==> src/rtl/ps2_pkg.sv <==
// Shared definitions for the PS/2 scan-code decoder: prefix FSM state
// encoding, scan-code constants and the scan-code-to-ASCII lookup.
package ps2_pkg;

  typedef enum logic [1:0] {
    ST_IDLE    = 2'd0,
    ST_EXT     = 2'd1,
    ST_BRK     = 2'd2,
    ST_EXT_BRK = 2'd3
  } ps2_state_t;

  localparam logic [7:0] SC_EXT    = 8'hE0;
  localparam logic [7:0] SC_BRK    = 8'hF0;
  localparam logic [7:0] SC_LSHIFT = 8'h12;
  localparam logic [7:0] SC_RSHIFT = 8'h59;

  // Returns {hit, ascii}; hit is 0 for codes that have no character.
  function automatic logic [8:0] scancode_to_ascii(input logic [7:0] code,
                                                   input logic       shift);
    logic [8:0] r;
    r = 9'h000;
    case (code)
      8'h1C: r = {1'b1, 8'h41}; 8'h32: r = {1'b1, 8'h42};
      8'h21: r = {1'b1, 8'h43}; 8'h23: r = {1'b1, 8'h44};
      8'h24: r = {1'b1, 8'h45}; 8'h2B: r = {1'b1, 8'h46};
      8'h34: r = {1'b1, 8'h47}; 8'h33: r = {1'b1, 8'h48};
      8'h43: r = {1'b1, 8'h49}; 8'h3B: r = {1'b1, 8'h4A};
      8'h42: r = {1'b1, 8'h4B}; 8'h4B: r = {1'b1, 8'h4C};
      8'h3A: r = {1'b1, 8'h4D}; 8'h31: r = {1'b1, 8'h4E};
      8'h44: r = {1'b1, 8'h4F}; 8'h4D: r = {1'b1, 8'h50};
      8'h15: r = {1'b1, 8'h51}; 8'h2D: r = {1'b1, 8'h52};
      8'h1B: r = {1'b1, 8'h53}; 8'h2C: r = {1'b1, 8'h54};
      8'h3C: r = {1'b1, 8'h55}; 8'h2A: r = {1'b1, 8'h56};
      8'h1D: r = {1'b1, 8'h57}; 8'h22: r = {1'b1, 8'h58};
      8'h35: r = {1'b1, 8'h59}; 8'h1A: r = {1'b1, 8'h5A};
      8'h45: r = {1'b1, 8'h30}; 8'h16: r = {1'b1, 8'h31};
      8'h1E: r = {1'b1, 8'h32}; 8'h26: r = {1'b1, 8'h33};
      8'h25: r = {1'b1, 8'h34}; 8'h2E: r = {1'b1, 8'h35};
      8'h36: r = {1'b1, 8'h36}; 8'h3D: r = {1'b1, 8'h37};
      8'h3E: r = {1'b1, 8'h38}; 8'h46: r = {1'b1, 8'h39};
      8'h29: r = {1'b1, 8'h20}; 8'h49: r = {1'b1, 8'h2E};
      8'h41: r = {1'b1, 8'h2C};
      8'h4A: r = shift ? {1'b1, 8'h3F} : {1'b1, 8'h2F};
      default: r = 9'h000;
    endcase
    return r;
  endfunction

endpackage

==> src/rtl/ps2_char_fifo.sv <==
// Circular character buffer with wrap-around pointers. DEPTH may be 1,
// in which case it degenerates to a single holding register.
// A push is accepted when there is room or when a pop happens in the
// same cycle; pop is ignored while empty. pop_data reads 0 when empty.
module ps2_char_fifo #(
  parameter int DEPTH = 4
) (
  input  logic       clk,
  input  logic       rst_n,
  input  logic       push,
  input  logic [7:0] push_data,
  input  logic       pop,
  output logic [7:0] pop_data,
  output logic       full,
  output logic       empty
);

  localparam int PTR_W = (DEPTH > 1) ? $clog2(DEPTH) : 1;
  localparam int CNT_W = $clog2(DEPTH + 1);

  logic [7:0]       mem_q [DEPTH];
  logic [7:0]       mem_d [DEPTH];
  logic [PTR_W-1:0] wr_q, wr_d, rd_q, rd_d;
  logic [CNT_W-1:0] cnt_q, cnt_d;
  logic             do_push, do_pop;

  function automatic logic [PTR_W-1:0] ptr_next(input logic [PTR_W-1:0] p);
    return (p == PTR_W'(DEPTH - 1)) ? '0 : p + 1'b1;
  endfunction

  assign full     = (cnt_q == CNT_W'(DEPTH));
  assign empty    = (cnt_q == '0);
  assign do_pop   = pop && !empty;
  assign do_push  = push && (!full || do_pop);
  assign pop_data = empty ? 8'h00 : mem_q[rd_q];

  // Next pointer, count and storage contents.
  always_comb begin
    mem_d = mem_q;
    wr_d  = wr_q;
    rd_d  = rd_q;
    cnt_d = cnt_q + CNT_W'(do_push) - CNT_W'(do_pop);
    if (do_pop) rd_d = ptr_next(rd_q);
    if (do_push) begin
      mem_d[wr_q] = push_data;
      wr_d        = ptr_next(wr_q);
    end
  end

  // Buffer state registers.
  always_ff @(posedge clk or negedge rst_n) begin
    if (!rst_n) begin
      for (int i = 0; i < DEPTH; i++) mem_q[i] <= 8'h00;
      wr_q  <= '0;
      rd_q  <= '0;
      cnt_q <= '0;
    end else begin
      mem_q <= mem_d;
      wr_q  <= wr_d;
      rd_q  <= rd_d;
      cnt_q <= cnt_d;
    end
  end

endmodule

==> src/rtl/ps2_scancode_decoder.sv <==
// PS/2 set-2 scan-code decoder feeding a valid/ready character stream.
// Optional macro PS2_DECODER_FIFO_EN: buffer FIFO_DEPTH characters;
// without it a single holding register is used.
// Handshake: char_data/char_valid are held until the cycle where
// char_valid && char_ready, at which point the character is consumed.
module ps2_scancode_decoder
  import ps2_pkg::*;
#(
  parameter int FIFO_DEPTH = 4
) (
  input  logic       clk,
  input  logic       rst_n,
  input  logic [7:0] ps2_received_data,
  input  logic       ps2_received_data_strb,
  output logic [7:0] char_data,
  output logic       char_valid,
  input  logic       char_ready,
  output logic       overflow
);

`ifdef PS2_DECODER_FIFO_EN
  localparam int BUF_DEPTH = FIFO_DEPTH;
`else
  // FIFO_DEPTH has no effect in this build; the buffer is one entry.
  localparam int BUF_DEPTH = (FIFO_DEPTH > 0) ? 1 : 1;
`endif

  ps2_state_t state_q, state_d;
  logic       shift_q, shift_d;
  logic       overflow_q, overflow_d;
  logic       push;
  logic [7:0] push_char;
  logic [8:0] lookup;
  logic       pop, full, empty;

  assign lookup     = scancode_to_ascii(ps2_received_data, shift_q);
  assign char_valid = !empty;
  assign pop        = char_valid && char_ready;
  assign overflow   = overflow_q;

  // Prefix FSM, shift tracking and character generation on strobe cycles.
  always_comb begin
    state_d    = state_q;
    shift_d    = shift_q;
    push       = 1'b0;
    push_char  = 8'h00;
    if (ps2_received_data_strb) begin
      if (ps2_received_data == SC_EXT) begin
        state_d = ST_EXT;
      end else if (ps2_received_data == SC_BRK) begin
        state_d = (state_q == ST_IDLE || state_q == ST_BRK) ? ST_BRK : ST_EXT_BRK;
      end else begin
        state_d = ST_IDLE;
        if (ps2_received_data == SC_LSHIFT || ps2_received_data == SC_RSHIFT) begin
          if (state_q == ST_IDLE) shift_d = 1'b1;
          else if (state_q == ST_BRK) shift_d = 1'b0;
        end else if (state_q == ST_IDLE) begin
          push      = lookup[8];
          push_char = lookup[7:0];
        end
      end
    end
    overflow_d = push && full && !pop;
  end

  // Decoder state registers.
  always_ff @(posedge clk or negedge rst_n) begin
    if (!rst_n) begin
      state_q    <= ST_IDLE;
      shift_q    <= 1'b0;
      overflow_q <= 1'b0;
    end else begin
      state_q    <= state_d;
      shift_q    <= shift_d;
      overflow_q <= overflow_d;
    end
  end

  ps2_char_fifo #(.DEPTH(BUF_DEPTH)) u_fifo (
    .clk       (clk),
    .rst_n     (rst_n),
    .push      (push),
    .push_data (push_char),
    .pop       (pop),
    .pop_data  (char_data),
    .full      (full),
    .empty     (empty)
  );

endmodule

==> config.mk <==
export PLATFORM = sky130hd
export DESIGN_NAME = ps2_scancode_decoder
export DESIGN_NICKNAME = d
export VERILOG_FILES = /design/src/rtl/ps2_pkg.sv /design/src/rtl/ps2_char_fifo.sv /design/src/rtl/ps2_scancode_decoder.sv
export SDC_FILE = /design/constraint.sdc
export NUM_CORES = 1
export LEC_CHECK = 0
export CORE_MARGIN = 2
export CORE_UTILIZATION = 45
export CTS_CLUSTER_SIZE = 16
export DETAILED_ROUTE_END_ITERATION = 10
export PLACE_DENSITY = 0.65
export SYNTH_ARGS = -nofsm -noshare
export SYNTH_HDL_FRONTEND = slang
export SYNTH_SLANG_ARGS = --single-unit
==> constraint.sdc <==
create_clock -name clk -period 1.62 [get_ports clk]
set_clock_uncertainty 0.1 [all_clocks]
set_input_delay 0.324 -clock clk [delete_from_list [all_inputs] [get_ports clk]]
set_output_delay 0.324 -clock clk [all_outputs]
set_load 0.01 [all_outputs]
==> results of run 1 <==
[cells in the mapped netlist, types with 2 or more instances]
| master | number |
|---|---|
| nor4_1 | 6 |
| nor2_1 | 12 |
| a31oi_1 | 2 |
| nand4b_1 | 2 |
| nand3b_1 | 2 |
| and3_1 | 5 |
| and4b_1 | 2 |
| buf_4 | 3 |
| o41ai_1 | 5 |
| a21o_1 | 4 |
| nand4_1 | 2 |
| o21ai_0 | 16 |
| a211oi_1 | 2 |
| o31ai_1 | 3 |
| nor4b_1 | 8 |
| a32oi_1 | 2 |
| nand2_1 | 18 |
| or2_2 | 2 |
| o211ai_1 | 6 |
| and2_1 | 8 |
| nor3b_1 | 5 |
| and2b_1 | 4 |
| nor3_1 | 6 |
| clkbuf_1 | 6 |
| inv_1 | 6 |
| nand2b_1 | 8 |
| dfrtp_1 | 12 |
| buf_2 | 11 |
| nor2b_1 | 5 |
| a21oi_1 | 15 |
| nand3_1 | 7 |
| nor4b_2 | 2 |
[cell families (layout without fill, tap and decap cells)]
family,after synthesis,count (layout),synth area share [%]
other,1,1,0.2381
flip-flops,12,12,19.06
multiplexers,1,1,0.7148
AO/OA/AOI/OAI,63,63,26.05
XOR/XNOR,1,1,0.5561
AND/OR/NAND/NOR,111,111,44.64
buffers and inverters,28,124,8.736
[metal layers]
| layer | part of all wire, % | GRT usage (%) | wire, microns | vias up |
|---|---|---|---|---|
| met5 | 0 | 0 | 0 | - |
| met2 | 48 | 60.51 | 3662 | 175 |
| met3 | 9.3 | 3.929 | 716 | 66 |
| li1 | - | - | - | 1012 |
| met1 | 37 | 42.79 | 2808 | 1146 |
| met4 | 6.2 | 16.11 | 473 | 0 |
[power by group]
group | internal (mW) | switching, mW | leakage, nW
logic | 0.344 | 0.341 | 1.16
clock network | 0.137 | 0.102 | 0.0210
registers | 0.342 | 0.0366 | 0.159
[sequential cells by signal (all words and copies together) (netlist names)]
| register | flops |
|---|---|
| shift_q | 1 |
| u_fifo.full | 1 |
| u_fifo.mem_q | 7 |
| overflow | 1 |
| state_q | 2 |
[per-stage QoR]
| stage | setup TNS [ns] | worst slack [ns] | utilization (%) | std cells | power, mW |
|---|---|---|---|---|---|
| 2_1_floorplan | -4.274 | -0.5412 | - | 217 | 0.6408 |
| 3_3_place_gp | -12.02 | -1.240 | 67.64 | 326 | 0.8383 |
| 3_5_place_dp | -12.56 | -1.272 | 67.64 | 326 | 0.8561 |
| 4_1_cts | -3.882 | -0.5231 | 79.04 | 351 | 1.169 |
| 5_1_grt | -4.729 | -0.6403 | 86.61 | 359 | 1.361 |
| 6_report | -4.065 | -0.5539 | 86.61 | 359 | 1.303 |
[path summary, 6_finish.rpt]
kind / startpoint / to / depth (start not counted)
min in group clk: u_fifo.mem_q[6] / u_fifo.mem_q[6] / 1
max in group asynchronous: rst_n / u_fifo.mem_q[1] / 1
hold reg to reg: u_fifo.mem_q[6] / u_fifo.mem_q[6] / 1
hold / removal: rst_n / u_fifo.mem_q[6] / 1
setup / recovery: ps2_received_data[2] / u_fifo.mem_q[3] / 10
setup reg to reg: state_q[0] / u_fifo.mem_q[3] / 6
[final cells by class]
| cell class | instances | area, sq um | area share, % |
|---|---|---|---|
| repair buffers | 113 | 978.4 | 33.85 |
| inverters | 7 | 26.28 | 0.9091 |
| well taps | 46 | 57.56 | 1.991 |
| flip-flops and latches | 12 | 300.3 | 10.39 |
| multi-input cells | 177 | 1491 | 51.60 |
| clock buffers | 4 | 36.28 | 1.255 |
[repair_timing]
action                                  4_1_cts  5_1_grt
cloned                                        3        1
pin swaps                                    23       18
setup buffers                                19       10
endpoints found under the setup margin       20       16
gates resized for setup                      98       47
==> metrics.md, run 1 <==
| Metric | Value |
|---|---|
| Min-Delay Path Class | in -> async |
| CP most frequent cell | buf_6 |
| Largest cells by area after synthesis | dfrtp_1 (19%), o21ai_0 (5.1%), a21oi_1 (4.8%) |
| CP cell instances | buf_8, buf_6, buf_6, nand4b_1, o211ai_1, a221o_1, or4_4, buf_4, o41ai_4, a21oi_1 |
| Mapped Nets | 229 |
| Worst setup path class | in -> reg |
| Ys Warns | 0 |
| Gr ovfl total | 0 |
| Synth area leader | dfrtp_1 |
| Run status | finished, violations left |
| CP required | 1.66 ns |
| Most common cell after layout, fill and taps aside | buf_4 |
| Critical path arrival | 2.21 ns |
| Die ar. | 3990 sq um |
| Total Wirelength | 7662 microns |
| Clk buf depth | 2 |
| Slew @ Worst Pin | 0.5769 ns |
| Placer Congestion | 0.9200 |
| Final setup viols | 9 |
| Total core area | 3337 sq um |
| CP max FO | 6 |
| WL/cell | 21.34 microns |
| Detail Placement HPWL | 4238 microns |
| Clock-pin slew on the worst setup and hold paths | 0.08 ns |
| Layout cell share with drive strength beyond 1 | 49.52% |
| Row count | 21 |
| Die extent in y | 63.17 microns |
| Hold Vio Cnt, Final | 0 |
| Crit share post-route | 134.2% |
| Slew Viols, Final | 0 |
| Syn Area/Cell | 7.259 sq um |
| Synth-to-Final Area Change | 83.48% |
| 1st-iter DRT viols | 303 |
| Number of synthesized flops with an enable pin | 0 |
| Post-synth ARST share | 100.0% |
| GRT Overall Usage | 34.81% |
| Io pins | 22 |
| Post-detailed-route count of antenna-violating nets | 0 |
| Final worst slack | -0.5539 ns |
| Inserted Diodes | 0 |
| RSZ-0062 raised after global routing | yes |
| Setup slack, reg-to-reg | -0.25 ns |
| # nets final | 326 |
| Crit end category | register |
| Vias per Instance | 6.682 |
| Htree depth | 1 |
| Critical path's largest stage delay | 0.51 ns |
| Final hold slack | 0.3121 ns |
| Failing checks | setup timing |
| Drt first pass iters | 7 |
| Num CTS Buffers | 3 |
| Peak supply drop | 0.0005363 V |
| Power per cell area | 450.8 nW/um^2 |
| Vias | 2,399 |
| Critical Path Slowest Stage Cell | or4_4 |
| Fin area | 2890 sq um |
| Number of port buffers | 20 |
| Starting Density | 47.21% |
| Yosys top cell area share | 19.06% |
| FILL cells | 159 |
| Max-cap violations | 0 |
| Synth Register Bits | 12 |
| Most frequent cells in the layout | buf_4 (70), buf_6 (22), nand2_1 (18) |
| Initial antenna violation count | 0 |
| CP delay by family, top | compound AO/OA/AOI/OAI gates |
| Pleak | 1.343 nW |
| Largest net degree at the start of global routing | 14 |
| Max Clock Freq | 0.4600 GHz |
| Crit start category | primary input |
| Synth unique cells | 52 |
| Mapped Area | 1575 sq um |
| Fin crit period | 2.174 ns |
| # DRC | 0 |
| Die X | 63.17 microns |
| Placed Area | 2257 sq um |
| Vias in the first global route | 2,260 |
| Syn Inst Count | 217 |
| Most common flop cell mapped by yosys | dfrtp_1 |
| Max_slew headroom | 61.42% |
| Sink Count | 12 |
| CTS tree | done |
| Buf/Inv on CP | 4 |
| Cts hold-fix bufs | 0 |
| First-pass GRT wire length | 11,070 microns |
| Worst-Skew Late Latency | 0.28 ns |
| CTS Root Buffer Type | clkbuf_4 |
| Sequential fraction of the synthesis area | 19.06% |
(Power assumes the default switching activity.)
==> inputs of run 2 (changes only) <==
RECOVER_POWER = 50   (was default)
==> run 2 against run 1 <==
The run still ends with setup timing left. Critical path depth unchanged. Register-to-register slack about the same. Worst hold slack better by 0.070 ns. Combinational power about the same. Clock power about the same. Global-route usage unchanged. Critical endpoint unchanged. Largest power group unchanged.
==> metrics.md, run 2 (synthesis gave the netlist of run 1 again) <==
| Metric | Value |
|---|---|
| Run status | finished, violations left |
| Failing checks | setup timing |
| Critical Path Slowest Stage Cell | or4_4 |
| R2R Path Start | state_q[0] |
| Row count | 21 |
| Number of flip-flops under the largest register name | 7 |
| GRT Overall Usage | 34.81% |
| Critical path's largest stage delay | 0.51 ns |
| Vias per Instance | 6.680 |
| Initial antenna violation count | 0 |
| Cells after DPL | 326 |
| Peak supply drop | 0.0005363 V |
| Vias in the first global route | 2,260 |
| Post-detailed-route count of antenna-violating nets | 0 |
| Clock group share of total power | 18.3% |
| Gr ovfl total | 0 |
| Number of port buffers | 20 |
| Most frequent cells in the layout | buf_4 (70), buf_6 (22), nand2_1 (18) |
| Layout cell share with drive strength beyond 1 | 49.52% |
| Crit share post-route | 134.2% |
| CP most frequent cell | buf_6 |
| Crit start category | primary input |
| Placer Congestion | 0.9200 |
| WL/cell | 21.34 microns |
| Most common cell after layout, fill and taps aside | buf_4 |
| Setup TNS | -4.065 ns |
| Max-cap violations | 0 |
| Setup slack, reg-to-reg | -0.24 ns |
| # nets final | 326 |
| Sequential Power Share | 29.1% |
| Sink Count | 12 |
| RSZ-0062 raised after global routing | yes |
| Fin crit period | 2.174 ns |
| R2R Path End | u_fifo.mem_q[3] |
| Cts hold-fix bufs | 0 |
| First-pass GRT wire length | 11,070 microns |
| Clk buf depth | 2 |
| CP required | 1.66 ns |
| Switching portion of total power | 36.83% |
| Max_slew headroom | 61.03% |
| Critical path arrival | 2.21 ns |
| Int Pwr | 0.8228 mW |
| Die extent in y | 63.17 microns |
| Final worst slack | -0.5535 ns |
| Worst setup path class | in -> reg |
| Detail Placement HPWL | 4238 microns |
| Final hold slack | 0.3821 ns |
| Buf/Inv on CP | 4 |
| Final Non-Filler Cells | 359 |
| Synth-to-Final Area Change | 83.48% |
| Htree depth | 1 |
| 1st-iter DRT viols | 303 |
| R2r worst-path depth | 6 |
| CP delay by family, top | compound AO/OA/AOI/OAI gates |
| CP max FO | 6 |
| Io pins | 22 |
| Total core area | 3337 sq um |
| Net Switching | 0.4798 mW |
| Pleak | 1.343 nW |
| Slew @ Worst Pin | 0.5826 ns |
| Comb pwr share | 52.6% |
| Die X | 63.17 microns |
| Inserted Diodes | 0 |
| Final setup viols | 9 |
| Clock-pin slew on the worst setup and hold paths | 0.08 ns |
| CTS tree | done |
| Worst setup path start | ps2_received_data[2] |
| Most flops, register | u_fifo.mem_q |
| Total Wirelength | 7662 microns |
| CP cell instances | buf_8, buf_6, buf_6, nand4b_1, o211ai_1, a221o_1, or4_4, buf_4, o41ai_4, a21oi_1 |
| Drt first pass iters | 7 |
| Largest net degree at the start of global routing | 14 |
| Hold Vio Cnt, Final | 0 |
| Die ar. | 3990 sq um |
| Starting Density | 47.21% |
| Min-Delay Path Class | in -> async |
| Vias | 2,398 |
| Crit end category | register |
| Biggest regs | u_fifo.mem_q (7), state_q (2) |
| Max Clock Freq | 0.4601 GHz |
| # DRC | 0 |
| Num CTS Buffers | 3 |
| Power per cell area | 450.7 nW/um^2 |
| CTS Root Buffer Type | clkbuf_4 |
| Worst-Skew Late Latency | 0.28 ns |
| Slew Viols, Final | 0 |
-- run 2: per-stage QoR --
step	utilization [%]	setup slack [ns]	total power, mW	instance area (sq um)
6_report	86.61	-0.5535	1.303	2890
2_1_floorplan	-	-0.5412	0.6408	1653
5_1_grt	86.61	-0.6403	1.360	2890
3_5_place_dp	67.64	-1.272	0.8561	2257
3_3_place_gp	67.64	-1.240	0.8383	2257
4_1_cts	79.04	-0.5231	1.169	2638
-- run 2: per-layer routing --
| layer | vias up | global-route usage (%) | share of wire [%] |
|---|---|---|---|
| met3 | 66 | 3.929 | 9.3 |
| met5 | - | 0 | 0 |
| met1 | 1145 | 42.79 | 37 |
| met2 | 175 | 60.51 | 48 |
| li1 | 1012 | - | - |
| met4 | 0 | 16.11 | 6.2 |
-- run 2: cell type report --
type	count	area, sq um
inverter	7	26.28
multi-input combinational	177	1491
timing repair buffer	113	978.4
sequential	12	300.3
fill	159	446.7
tap	46	57.56
clock buffer	4	36.28
-- run 2: worst reg2reg max path, delay by kind of cell (launching register included) --
kind / cells / cell delay, ns
buf+inv: 2 / 0.34
simple gates: 2 / 0.53
compound gates: 2 / 0.36
flops: 1 / 0.40
-- run 2: timing repair --
| action | in CTS | in global routing |
|---|---|---|
| gates cloned | 3 | 1 |
| pin swaps | 23 | 18 |
| setup buffers | 19 | 10 |
| endpoints found under the setup margin | 20 | 16 |
| resized for setup | 98 | 47 |
-- run 2: worst max-delay path by stage --
stage | endpoint | cells past startpoint
after global routing | u_fifo.mem_q[3] | 10
after CTS | u_fifo.mem_q[3] | 9
final | u_fifo.mem_q[3] | 10
after detailed placement | overflow | 8
after global placement | u_fifo.full | 9
after floorplan | u_fifo.mem_q[1] | 8
-- run 2: power groups by stage --
stage               sequential (mW)  combinational [mW]  clock [mW]
global placement              0.372               0.467           0
detailed placement            0.376               0.481           0
CTS                           0.370               0.562       0.237
global route                  0.381               0.722       0.257
finish                        0.379               0.685       0.238
floorplan                     0.369               0.272           0
